**src/rtl/port_requester_if.sv**
```systemverilog
// port_requester_if: input flit stream, one-hot req/ack handshake and output flit stream of a port requester.
interface port_requester_if #(
  parameter int DATA_W = 32,
  parameter int PORT_W = 5
);
  logic                     in_valid;
  logic [DATA_W-1:0]        in_data;
  logic                     in_last;
  logic                     in_ready;
  logic [(1<<PORT_W)-1:0]   req;
  logic [(1<<PORT_W)-1:0]   ack;
  logic                     out_valid;
  logic [DATA_W-1:0]        out_data;
  logic                     out_last;
  logic                     out_ready;
  modport master (
    input  in_valid, in_data, in_last, ack, out_ready,
    output in_ready, req, out_valid, out_data, out_last
  );
  modport slave (
    output in_valid, in_data, in_last, ack, out_ready,
    input  in_ready, req, out_valid, out_data, out_last
  );
endinterface

```
**src/rtl/port_requester.sv**
```systemverilog
// port_requester: decodes a header's route field, requests the matching output port, forwards the stripped packet; optional grant timeout under REQ_TIMEOUT_EN.
module port_requester #(
  parameter int DATA_W  = 32,
  parameter int PORT_W  = 5,
  parameter int TIMEOUT = 64
) (
  input  logic             clk,
  input  logic             reset,
  port_requester_if.master bus,
  output logic             busy,
  output logic             dropped
);
  localparam int N = 1 << PORT_W;
`ifdef REQ_TIMEOUT_EN
  typedef enum logic [2:0] {IDLE, REQ, HDR, BODY, DROP} state_t;
`else
  typedef enum logic [2:0] {IDLE, REQ, HDR, BODY} state_t;
`endif
  state_t              state, state_n;
  logic [DATA_W-1:0]   hdr;
  logic [PORT_W-1:0]   dest, dest_n;
  logic                last_f;
  logic                armed;
  logic                grant;
  // A grant only counts from the second REQ cycle, so a sticky ack from the previous packet is ignored.
  assign grant  = armed && bus.ack[dest];
  assign dest_n = state == IDLE ? bus.in_data[PORT_W-1:0] : dest;
  assign busy   = state != IDLE;
`ifdef REQ_TIMEOUT_EN
  localparam int CW = $clog2(TIMEOUT) + 1;
  logic [CW-1:0] cnt;
  logic          expired;
  assign expired = cnt >= CW'(TIMEOUT - 1);
  // Count REQ cycles from zero on every entry, saturating at all-ones.
  always_ff @(posedge clk or posedge reset)
    if (reset) cnt <= '0;
    else cnt <= state != REQ ? '0 : (&cnt ? cnt : cnt + 1'b1);
`else
  assign dropped = 1'b0;
`endif
  // State, latched header fields, grant qualifier and the registered one-hot request.
  always_ff @(posedge clk or posedge reset)
    if (reset) begin
      state   <= IDLE;
      hdr     <= '0;
      dest    <= '0;
      last_f  <= 1'b0;
      armed   <= 1'b0;
      bus.req <= '0;
    end else begin
      state   <= state_n;
      armed   <= state == REQ;
      bus.req <= (state_n == REQ || state_n == HDR || state_n == BODY) ? N'(1) << dest_n : '0;
      if (state == IDLE && bus.in_valid) begin
        hdr    <= bus.in_data >> PORT_W;
        dest   <= bus.in_data[PORT_W-1:0];
        last_f <= bus.in_last;
      end
    end
  // Next state and the flit-path outputs for each state.
  always_comb begin
    state_n       = state;
    bus.in_ready  = 1'b0;
    bus.out_valid = 1'b0;
    bus.out_data  = '0;
    bus.out_last  = 1'b0;
`ifdef REQ_TIMEOUT_EN
    dropped       = 1'b0;
`endif
    case (state)
      IDLE: begin
        bus.in_ready = !reset;
        if (bus.in_valid) state_n = REQ;
      end
      REQ: begin
        if (grant) state_n = HDR;
`ifdef REQ_TIMEOUT_EN
        else if (expired) state_n = DROP;
`endif
      end
      HDR: begin
        bus.out_valid = 1'b1;
        bus.out_data  = hdr;
        bus.out_last  = last_f;
        if (bus.out_ready) state_n = last_f ? IDLE : BODY;
      end
      BODY: begin
        bus.out_valid = bus.in_valid;
        bus.out_data  = bus.in_data;
        bus.out_last  = bus.in_last;
        bus.in_ready  = bus.out_ready;
        if (bus.in_valid && bus.out_ready && bus.in_last) state_n = IDLE;
      end
`ifdef REQ_TIMEOUT_EN
      DROP: begin
        bus.in_ready = !last_f;
        dropped      = last_f || (bus.in_valid && bus.in_last);
        if (last_f || (bus.in_valid && bus.in_last)) state_n = IDLE;
      end
`endif
      default: state_n = IDLE;
    endcase
  end
endmodule

```
**src/flat_wrapper.sv**
```systemverilog
// flat-port wrapper written by rule: the top's interface ports become plain ports
module port_requester_flat 
#(
  parameter int DATA_W  = 32,
  parameter int PORT_W  = 5,
  parameter int TIMEOUT = 64
)
  (clk, reset, busy, dropped, bus_in_valid, bus_in_data, bus_in_last, bus_ack, bus_out_ready, bus_in_ready, bus_req, bus_out_valid, bus_out_data, bus_out_last);
  port_requester_if #(.DATA_W(DATA_W), .PORT_W(PORT_W)) bus_i ();
  input  logic clk;
  input  logic reset;
  output logic busy;
  output logic dropped;
  input wire logic [$bits(bus_i.in_valid)-1:0] bus_in_valid;
  input wire logic [$bits(bus_i.in_data)-1:0] bus_in_data;
  input wire logic [$bits(bus_i.in_last)-1:0] bus_in_last;
  input wire logic [$bits(bus_i.ack)-1:0] bus_ack;
  input wire logic [$bits(bus_i.out_ready)-1:0] bus_out_ready;
  output wire logic [$bits(bus_i.in_ready)-1:0] bus_in_ready;
  output wire logic [$bits(bus_i.req)-1:0] bus_req;
  output wire logic [$bits(bus_i.out_valid)-1:0] bus_out_valid;
  output wire logic [$bits(bus_i.out_data)-1:0] bus_out_data;
  output wire logic [$bits(bus_i.out_last)-1:0] bus_out_last;
  assign bus_i.in_valid = bus_in_valid;
  assign bus_i.in_data = bus_in_data;
  assign bus_i.in_last = bus_in_last;
  assign bus_i.ack = bus_ack;
  assign bus_i.out_ready = bus_out_ready;
  assign bus_in_ready = bus_i.in_ready;
  assign bus_req = bus_i.req;
  assign bus_out_valid = bus_i.out_valid;
  assign bus_out_data = bus_i.out_data;
  assign bus_out_last = bus_i.out_last;
  port_requester #(.DATA_W(DATA_W), .PORT_W(PORT_W), .TIMEOUT(TIMEOUT)) u_core (.clk(clk), .reset(reset), .bus(bus_i), .busy(busy), .dropped(dropped));
endmodule
```
**config.mk**
```make
export PLATFORM = sky130hd
export DESIGN_NAME = port_requester_flat
export DESIGN_NICKNAME = d
export VERILOG_FILES = /design/src/rtl/port_requester_if.sv /design/src/rtl/port_requester.sv /design/src/flat_wrapper.sv
export SDC_FILE = /design/constraint.sdc
export NUM_CORES = 1
export LEC_CHECK = 0
export CORE_ASPECT_RATIO = 0.5
export CORE_MARGIN = 10
export CORE_UTILIZATION = 51
export CTS_BUF_LIST = sky130_fd_sc_hd__clkbuf_16
export DETAILED_ROUTE_END_ITERATION = 8
export DONT_BUFFER_PORTS = 1
export PLACE_DENSITY = 0.66
export SLEW_MARGIN = 20
export SYNTH_ARGS = -nofsm -noshare
export SYNTH_HDL_FRONTEND = slang
export SYNTH_SLANG_ARGS = --single-unit
```
**constraint.sdc**
```tcl
create_clock -name clk -period 5.15 [get_ports clk]
set_clock_uncertainty 0.2 [all_clocks]
set_input_delay 0.7725 -clock clk [delete_from_list [all_inputs] [get_ports clk]]
set_output_delay 0.7725 -clock clk [all_outputs]
set_load 0.005 [all_outputs]
```
==> results of run 1 <==
## worst max-delay path: cells and delay by family, from the launching register on
family / cells / cell delay [ns]
muxes: 1 / 0.42
buffers and inverters: 1 / 0.27
and+or+nand+nor: 2 / 1.59
DFF: 1 / 0.76
## worst max-delay path by stage
stage	startpoint	end	slack (ns)	cells after the start
floorplan	reset	u_core.armed	2.44	1
global placement	u_core.state[0]	u_core.hdr[15]	1.88	4
detailed placement	u_core.state[0]	u_core.hdr[25]	1.70	4
CTS	u_core.state[0]	u_core.hdr[25]	1.72	4
global route	u_core.state[0]	u_core.hdr[15]	1.56	4
finish	u_core.state[0]	u_core.hdr[25]	1.77	4
## kinds of logic (layout without fill, tap and decap cells)
logic type      Yosys count  count (layout)  share of synthesized area
simple gates            104             104                      0.142
compound gates           13              13                     0.0232
mux                      83              83                      0.281
other cells               1               2                    0.00112
buf+inv                  22              20                     0.0360
flops                    69              69                      0.517
## where the power goes
| part | total (mW) | internal [mW] | switching (mW) | leakage (nW) |
|---|---|---|---|---|
| clock | 0.578 | 0.367 | 0.211 | 0.142 |
| sequential | 0.748 | 0.635 | 0.114 | 0.882 |
| combinational | 0.338 | 0.194 | 0.144 | 0.579 |
## placed cells by master (no fill, tap or decap), types with 2 or more instances in the layout
cell type,n
mux4_2,5
nand3b_1,5
dfrtp_1,68
o21ai_0,5
mux2_2,33
nand2b_1,5
nand2_1,12
nand3_1,5
nor2_1,56
and3_1,5
clkbuf_16,9
a21oi_1,2
mux2i_1,43
clkinv_2,3
mux2_1,2
inv_1,4
conb_1,2
nor3_1,9
## layout make-up
cell class / count / area, µm² / area share
clock buffers: 9 / 225 / 0.0617
clock inverters: 6 / 56.3 / 0.0154
inverters: 4 / 15.0 / 0.00412
multi-input cells: 202 / 1510 / 0.413
flip-flops and latches: 69 / 1730 / 0.474
well taps: 88 / 110 / 0.0302
repair buffers: 1 / 7.51 / 0.00206
## per-stage QoR
step,total power [mW],util
after detailed placement,1.10,0.542
after floorplan,1.04,-
after CTS,1.68,0.587
final,1.66,0.588
after global routing,1.76,0.588
after global placement,1.08,0.542
## per-layer routing
layer  GRT usage  share of wire  up-vias
li1            -              -      998
met1       0.171           0.41     1052
met3      0.0780          0.087       10
met2       0.266           0.49       80
met4      0.0518          0.013        0
met5           0              0        -
## synthesized netlist by cell type (2+ instances only)
master | instances | share of area
nor2_1 | 56 | 0.063
mux2_1 | 2 | 0.0067
and3_1 | 5 | 0.0094
clkbuf_1 | 6 | 0.0067
nand2_1 | 12 | 0.013
buf_2 | 8 | 0.012
dfrtp_1 | 69 | 0.52
nor3_1 | 9 | 0.013
o21ai_0 | 5 | 0.0075
nand3_1 | 5 | 0.0075
inv_1 | 4 | 0.0045
mux2i_1 | 43 | 0.13
nand2b_1 | 6 | 0.011
mux2_2 | 33 | 0.11
nand3b_1 | 5 | 0.011
a21oi_1 | 2 | 0.0030
mux4_2 | 5 | 0.034
## sequential cells by signal, indices dropped and copies added, names as in the netlist
| register | cells |
|---|---|
| u_core.state | 3 |
| u_core.armed | 1 |
| u_core.dest | 5 |
| u_core.bus.req | 32 |
| u_core.last_f | 1 |
| u_core.hdr | 27 |
==> metrics.txt, run 1 <==
Max Transition Viols Final=0; DR iter-0 viols=about 130; area grow syn2layout=9.18%; Final Hold Vio Count=0; power per cell area=456 nW/µm²; Final Non-Filler Cells=379; RD Place Congestion=0.744; CTS H-tree lvls=3; GRT overflow=0; minimum clock period=~3.4 ns; min setup slack post-route=1.77 ns; worst reg2reg path depth=4; setup TNS=0 ns; DR pass1 iterations=4; pin count of the biggest net entering global routing=70; RSZ-0062 raised after global routing=false; Via-to-Cell Ratio=5.65; Leak=1.60 nW; diodes inserted=0; Post-Syn Area=roughly 3300 µm²; hold path cells=1; final worst path period share=0.656; Main synth FF type=dfrtp_1; die area=10400 µm²; DPL Wire Length=6.25 mm; Overall Global Routing Usage=0.158; critical path class=flop to flop; R2R Setup Slk=around 1.8 ns; peak supply drop=216 µV; worst hold endpoint=u_core.hdr[19]; layout cell share with drive strength beyond 1=0.199; HP Start=u_core.hdr[19]; post-synthesis cell type count=34; Initial Utilization=0.538; # port buffers=0; sequential share of the synthesized area=0.517; die height=roughly 77 µm; Syn. warnings=0; first-pass GRT wire length=~13 mm; total CTS buffers=9; CTS resizes=0; DP Worst Slack=1.70 ns; Setup crit start kind=flop; asr flop ratio synth=1.00; initial antenna violation count=0; vias in the first global route=2307; number of synthesized register bits=69; max-cap violations=0; Worst R2R Start=u_core.state[0]; cell row count=20; Die W=134 µm; Cells after DPL=364; nets@finish=356; R2R Path End=u_core.hdr[25]; slowest CP cell=nor2_4; EDFF count, synth=0; overall routed net length=between 8 and 9 mm; IO Pins=138; DP Area=3360 µm²; Worst setup EP type=flop; status=completed; Final ANT Viol Nets=0; design area=about 3600 µm²; Post-Syn Instances=292; syn avg cell area=11.4 µm²; CTS tree=built; Critical Path RT=between 5 and 6 ns; max incr delay on CP=0.80 ns; detailed-route via count=2140; Fin Hold WS=0.295 ns; peak fanout along the critical path=between 40 and 50; top achievable clock speed=roughly 0.30 GHz; Placeable Area=6210 µm²; Wirelength per Cell=21.6 µm; final setup fails=0; Remaining DRCs=0; maximum clock path buffer count=2; Hold Path Class=flop to flop; crit path DAT=3.39 ns; Num Clock Sinks=69; CP Cell Sequence=nor3_2 > inv_1 > nor2_4 > mux2_2; hold_buf cts=0; Rel. slew slack=0.328; clk_lat worst skew=between 0.3 and 0.4 ns; worst-margin pin slew=approximately 1.0 ns; post-CTS setup buffers=0; fill count=537; clk root buf=clkbuf_16; CTS clk-pin slew, worst paths=0.05 ns
Note: power is estimated with default switching activity, not from simulation.
==> inputs of run 2 (changes only) <==
==> constraint.sdc (replaced) <==
create_clock -name clk -period 3.4 [get_ports clk]
set_clock_uncertainty 0.2 [all_clocks]
set_input_delay 0.51 -clock clk [delete_from_list [all_inputs] [get_ports clk]]
set_output_delay 0.51 -clock clk [all_outputs]
set_load 0.005 [all_outputs]
==> metrics.txt, run 2 (synthesized netlist as in run 1, its figures left out) <==
R2R Setup Slk=0.97 ns (-0.80 ns); diodes inserted=0 (unchanged); Worst setup EP type=flop; DPL Wire Length=6.46 mm (+3.4%); Leak=1.66 nW (+3.3%); Overall Global Routing Usage=0.157 (-0.00121); Fin Hold WS=0.118 ns (-0.177 ns); DR pass1 iterations=4 (unchanged); design area=3750 µm² (+2.8%); CTS clk-pin slew, worst paths=0.05 ns (about the same); Top reg by flops=u_core.bus.req; Wirelength per Cell=21.5 µm (-0.66%); total CTS buffers=9 (unchanged); DP Worst Slack=0.966 ns (-0.735 ns); max reg flops=32 (unchanged); setup TNS=0 ns (unchanged); CTS resizes=0 (unchanged); HP Start=bus_in_data[23]; worst reg2reg path depth=6 (+2); die area=10400 µm² (unchanged); layout cell share with drive strength beyond 1=0.211 (+0.0121); Via-to-Cell Ratio=5.68 (+0.66%); RSZ-0062 raised after global routing=false; Setup crit start kind=flop; DP Area=3400 µm² (+1.1%); overall routed net length=8.29 mm (+1.2%); RD Place Congestion=0.751 (+0.99%); biggest regs=u_core.bus.req (32), u_core.hdr (27), u_core.dest (5); final worst path period share=0.715 (+0.0589); clk root buf=clkbuf_16; Worst R2R Start=u_core.state[0]; WP buf/inv=1 (unchanged); nets@finish=362 (+1.7%); area grow syn2layout=12.3%; Rel. slew slack=0.507 (+0.179); IO Pins=138 (unchanged); final setup fails=0 (unchanged); Initial Utilization=0.538 (unchanged); crit path DAT=2.48 ns (-0.91 ns); DR iter-0 viols=96 (-23%); max incr delay on CP=0.49 ns (-0.31 ns); peak supply drop=365 µV (+69%); commonest non-fill, non-tap cells in the layout=68 x dfrtp_1, 56 x nor2_1, 43 x mux2i_1, 33 x mux2_2, 12 x nand2_1; GRT overflow=0 (unchanged); # port buffers=0 (unchanged); pin count of the biggest net entering global routing=42 (-40%); power per cell area=720 nW/µm² (+58%); worst-margin pin slew=0.739 ns (-0.269 ns); clk_lat worst skew=0.33 ns (about the same); top achievable clock speed=0.412 GHz (+39%); max-cap violations=0 (unchanged); first-pass GRT wire length=12.9 mm (+0.11%); peak fanout along the critical path=41 (-2.4%); maximum clock path buffer count=2 (unchanged); Final Hold Vio Count=0 (unchanged); Hold Path Class=input port to flop; CTS tree=built; CP Cell Sequence=buf_4 > nand2b_1 > a21boi_0 > o21ai_1 > or3b_1 > nor2_1; commonest non-fill, non-tap cell in the layout=dfrtp_1; critical path class=flop to flop; initial antenna violation count=0 (unchanged); Final ANT Viol Nets=0 (unchanged); cell family with most CP delay=simple AND/OR/NAND/NOR gates; status=completed; Num Clock Sinks=69 (unchanged); minimum clock period=2.43 ns (-0.947 ns); Remaining DRCs=0 (unchanged); worst hold endpoint=u_core.hdr[18]; CTS H-tree lvls=3 (unchanged); Critical Path RT=3.45 ns (-1.71 ns); cell row count=20 (unchanged); slowest CP cell=or3b_1; Placeable Area=6210 µm² (unchanged); fin util=0.604 (+0.0167); vias in the first global route=2298 (-0.39%); Max Transition Viols Final=0 (unchanged); Die W=134 µm (unchanged); hold path cells=1 (unchanged); R2R Path End=u_core.bus.req[7]; detailed-route via count=2194 (+2.5%); min setup slack post-route=0.970 ns (-0.803 ns); die height=77.2 µm (unchanged)
run 2: changes by cell type in the layout (fill, tap and decap cells not counted):
cell / change
nand2b_1: +1
bufinv_16: +2
clkinv_4: +1
buf_4: +5
dlygate4sd3_1: +1
nand2b_2: -1
clkinv_2: -2
run 2: metrics by stage:
step           cells  power, mW
6_report         386       2.70
5_1_grt          386       2.84
4_1_cts          386       2.73
3_5_place_dp     369       1.67
3_3_place_gp     369       1.64
2_1_floorplan    293       1.58
run 2: power breakdown:
part / leakage (nW) / switching, mW / internal [mW] / total, mW
Combinational: 0.607 / 0.261 / 0.300 / 0.561
Sequential: 0.882 / 0.133 / 0.962 / 1.09
Clock: 0.167 / 0.331 / 0.712 / 1.04
run 2: worst max path at each step:
stage / slack (ns) / cells past startpoint / startpoint / end
final: 0.97 / 6 / u_core.state[0] / u_core.bus.req[7]
after global routing: 0.80 / 6 / u_core.state[0] / u_core.bus.req[7]
after global placement: 1.07 / 6 / u_core.state[0] / u_core.bus.req[6]
after detailed placement: 0.97 / 6 / u_core.state[0] / u_core.bus.req[7]
after floorplan: 0.95 / 1 / reset / u_core.armed
after CTS: 0.96 / 6 / u_core.state[0] / u_core.bus.req[7]
run 2: layout make-up:
cell class	count	area, µm²
Clock buffer	9	225
Clock inverter	7	115
Fill cell	522	2450
Inverter	4	15.0
Multi-Input combinational cell	202	1500
Sequential cell	69	1730
Tap cell	88	110
Timing Repair Buffer	7	55.1
run 2: repair_timing:
| item | in CTS | in global routing |
|---|---|---|
| hold buffers | 1 | 0 |
| setup endpoints to repair | 0 | 0 |
| endpoints found under the hold margin | 16 | 0 |
| setup buffers | 0 | 0 |
run 2: layer usage:
layer | up-vias | GRT usage | routed length (µm)
met1 | 1093 | 0.170 | 3280
met5 | - | 0 | 0
met2 | 83 | 0.260 | 4130
met4 | 0 | 0.0486 | 68
li1 | 1008 | - | -
met3 | 10 | 0.0845 | 807
run 2: worst register-to-register path: stages, from the launching register on:
cell and delay [ns]:
dfrtp_2 0.36, buf_4 0.47, nand2b_1 0.22, a21boi_0 0.10, o21ai_1 0.39, or3b_1 0.49, nor2_1 0.13
==> inputs of run 3 (changes only) <==
==> constraint.sdc (replaced) <==
create_clock -name clk -period 2.4 [get_ports clk]
set_clock_uncertainty 0.2 [all_clocks]
set_input_delay 0.36 -clock clk [delete_from_list [all_inputs] [get_ports clk]]
set_output_delay 0.36 -clock clk [all_outputs]
set_load 0.005 [all_outputs]
==> metrics.txt, run 3 (synthesized netlist as in run 1, its figures left out) <==
crit path from=u_core.state[0]; GRT overflow=0 (unchanged); Fin Hold WS=0.0891 ns (-0.0293 ns); total CTS buffers=9 (unchanged); clk_lat worst skew=0.33 ns (about the same); vias in the first global route=2523 (+9.8%); critical path class=flop to flop; IO Pins=138 (unchanged); RSZ-0062 raised after global routing=false; initial antenna violation count=0 (unchanged); Final Non-Filler Cells=420 (+8.8%); worst-margin pin slew=0.591 ns (-0.148 ns); status=completed; diodes inserted=0 (unchanged); design area=4100 µm² (+9.2%); Hold Path Class=input port to flop; R2R Path End=u_core.bus.req[10]; Final ANT Viol Nets=0 (unchanged); CTS tree=built; Worst setup EP type=flop; DPL Wire Length=6.33 mm (-2.1%); Top reg by flops=u_core.bus.req; Worst R2R Start=u_core.state[0]; Final Hold Vio Count=0 (unchanged); cell row count=20 (unchanged); minimum clock period=2.15 ns (-0.283 ns); clk root buf=clkbuf_16; Max Transition Viols Final=0 (unchanged); peak fanout along the critical path=13 (-68%); peak supply drop=466 µV (+28%); Die W=134 µm (unchanged); Initial Utilization=0.538 (unchanged); top achievable clock speed=0.466 GHz (+13%); CTS clk-pin slew, worst paths=0.06 ns (about the same); RD Place Congestion=0.754 (+0.35%); Rel. slew slack=0.595 (+0.0875); maximum clock path buffer count=2 (unchanged); DR iter-0 viols=77 (-20%); # port buffers=0 (unchanged); Leak=1.79 nW (+8.3%); Setup crit start kind=flop; Via-to-Cell Ratio=5.54 (-2.6%); crit path DAT=2.20 ns (-0.28 ns); CTS H-tree lvls=3 (unchanged); first-pass GRT wire length=14.0 mm (+9.1%); Num Clock Sinks=69 (unchanged); worst setup path endpoint=u_core.bus.req[10]; biggest regs=u_core.bus.req (32), u_core.hdr (27), u_core.dest (5); final setup fails=0 (unchanged); Placeable Area=6210 µm² (unchanged); Remaining DRCs=0 (unchanged); worst reg2reg path depth=5 (-1); setup TNS=0 ns (unchanged); max reg flops=32 (unchanged); detailed-route via count=2325 (+6.0%); Cells after DPL=371 (+0.54%); final worst path period share=0.895 (+0.180); die area=10400 µm² (unchanged); die height=77.2 µm (unchanged); max-cap violations=0 (unchanged); power per cell area=924 nW/µm² (+28%); area grow syn2layout=22.6%; Critical Path RT=2.45 ns (-1.00 ns); commonest non-fill, non-tap cells in the layout=68 x dfrtp_1, 56 x nor2_1, 43 x mux2i_1, 34 x dlygate4sd3_1, 33 x mux2_2; DR pass1 iterations=4 (unchanged); R2R Setup Slk=0.25 ns (-0.72 ns); nets@finish=397 (+9.7%); DP Area=3440 µm² (+1.2%); Overall Global Routing Usage=0.170 (+0.0128); pin count of the biggest net entering global routing=52 (+24%); commonest non-fill, non-tap cell in the layout=dfrtp_1; Wirelength per Cell=20.8 µm (-3.4%); overall routed net length=8.72 mm (+5.2%); layout cell share with drive strength beyond 1=0.196 (-0.0156)
==> run 3: changes by cell type in the layout (fill, tap and decap cells not counted), sizes merged <==
cell / before / now
dlygate4sd3: 1 / 34
inv: 5 / 4
clkinvlp: 1 / 2
buf: 6 / 8
bufinv: 3 / 2
==> run 3: cell type report <==
cell class | instances | area [µm²]
Timing Repair Buffer | 42 | 425
Clock inverter | 6 | 88.8
Tap cell | 88 | 110
Clock buffer | 9 | 225
Sequential cell | 69 | 1730
Multi-Input combinational cell | 202 | 1500
Inverter | 4 | 15.0
Fill cell | 494 | 2110
==> run 3: worst min-delay path by stage <==
stage / start / endpoint / slack, ns / cells after the start
CTS: bus_out_ready / u_core.state[0] / 0.07 / 3
global route: bus_out_ready / u_core.state[0] / 0.13 / 3
floorplan: u_core.hdr[18] / u_core.hdr[18] / 0.26 / 1
finish: bus_out_ready / u_core.state[0] / 0.09 / 3
global placement: reset / u_core.hdr[1] / 0.07 / 1
detailed placement: reset / u_core.hdr[1] / 0.08 / 1
==> run 3: routing by layer <==
layer  up-vias  track usage  part of all wire
li1       1076            -                 -
met1      1156        0.186              0.40
met2        81        0.283              0.49
met3        12       0.0852             0.090
met4         0       0.0540             0.012
met5         -            0                 0
==> run 3: timing repair <==
action                                 in CTS  in global routing
resized for setup                           0                  0
endpoints found under the hold margin      51                  0
hold buffers                               34                  0
setup buffers                               0                  0
==> run 3: stage by stage <==
step | utilization | power, mW | worst slack (ns)
after floorplan | - | 2.24 | 0.100
after global placement | 0.554 | 2.34 | 0.325
after detailed placement | 0.554 | 2.39 | 0.281
after CTS | 0.660 | 3.82 | 0.258
after global routing | 0.660 | 3.99 | 0.0208
final | 0.660 | 3.78 | 0.253
==> run 3: report_power, final <==
part / total [mW] / internal (mW) / switching [mW]
sequential: 1.53 / 1.36 / 0.170
combinational: 0.879 / 0.477 / 0.402
clock: 1.37 / 0.902 / 0.468
==> run 3: worst max-delay path, cell delays in order (launching register included) <==
cell	delay [ns]
dfrtp_2	0.50
nor3_2	0.21
buf_4	0.22
mux2i_1	0.55
nand2_1	0.23
nor2_1	0.16
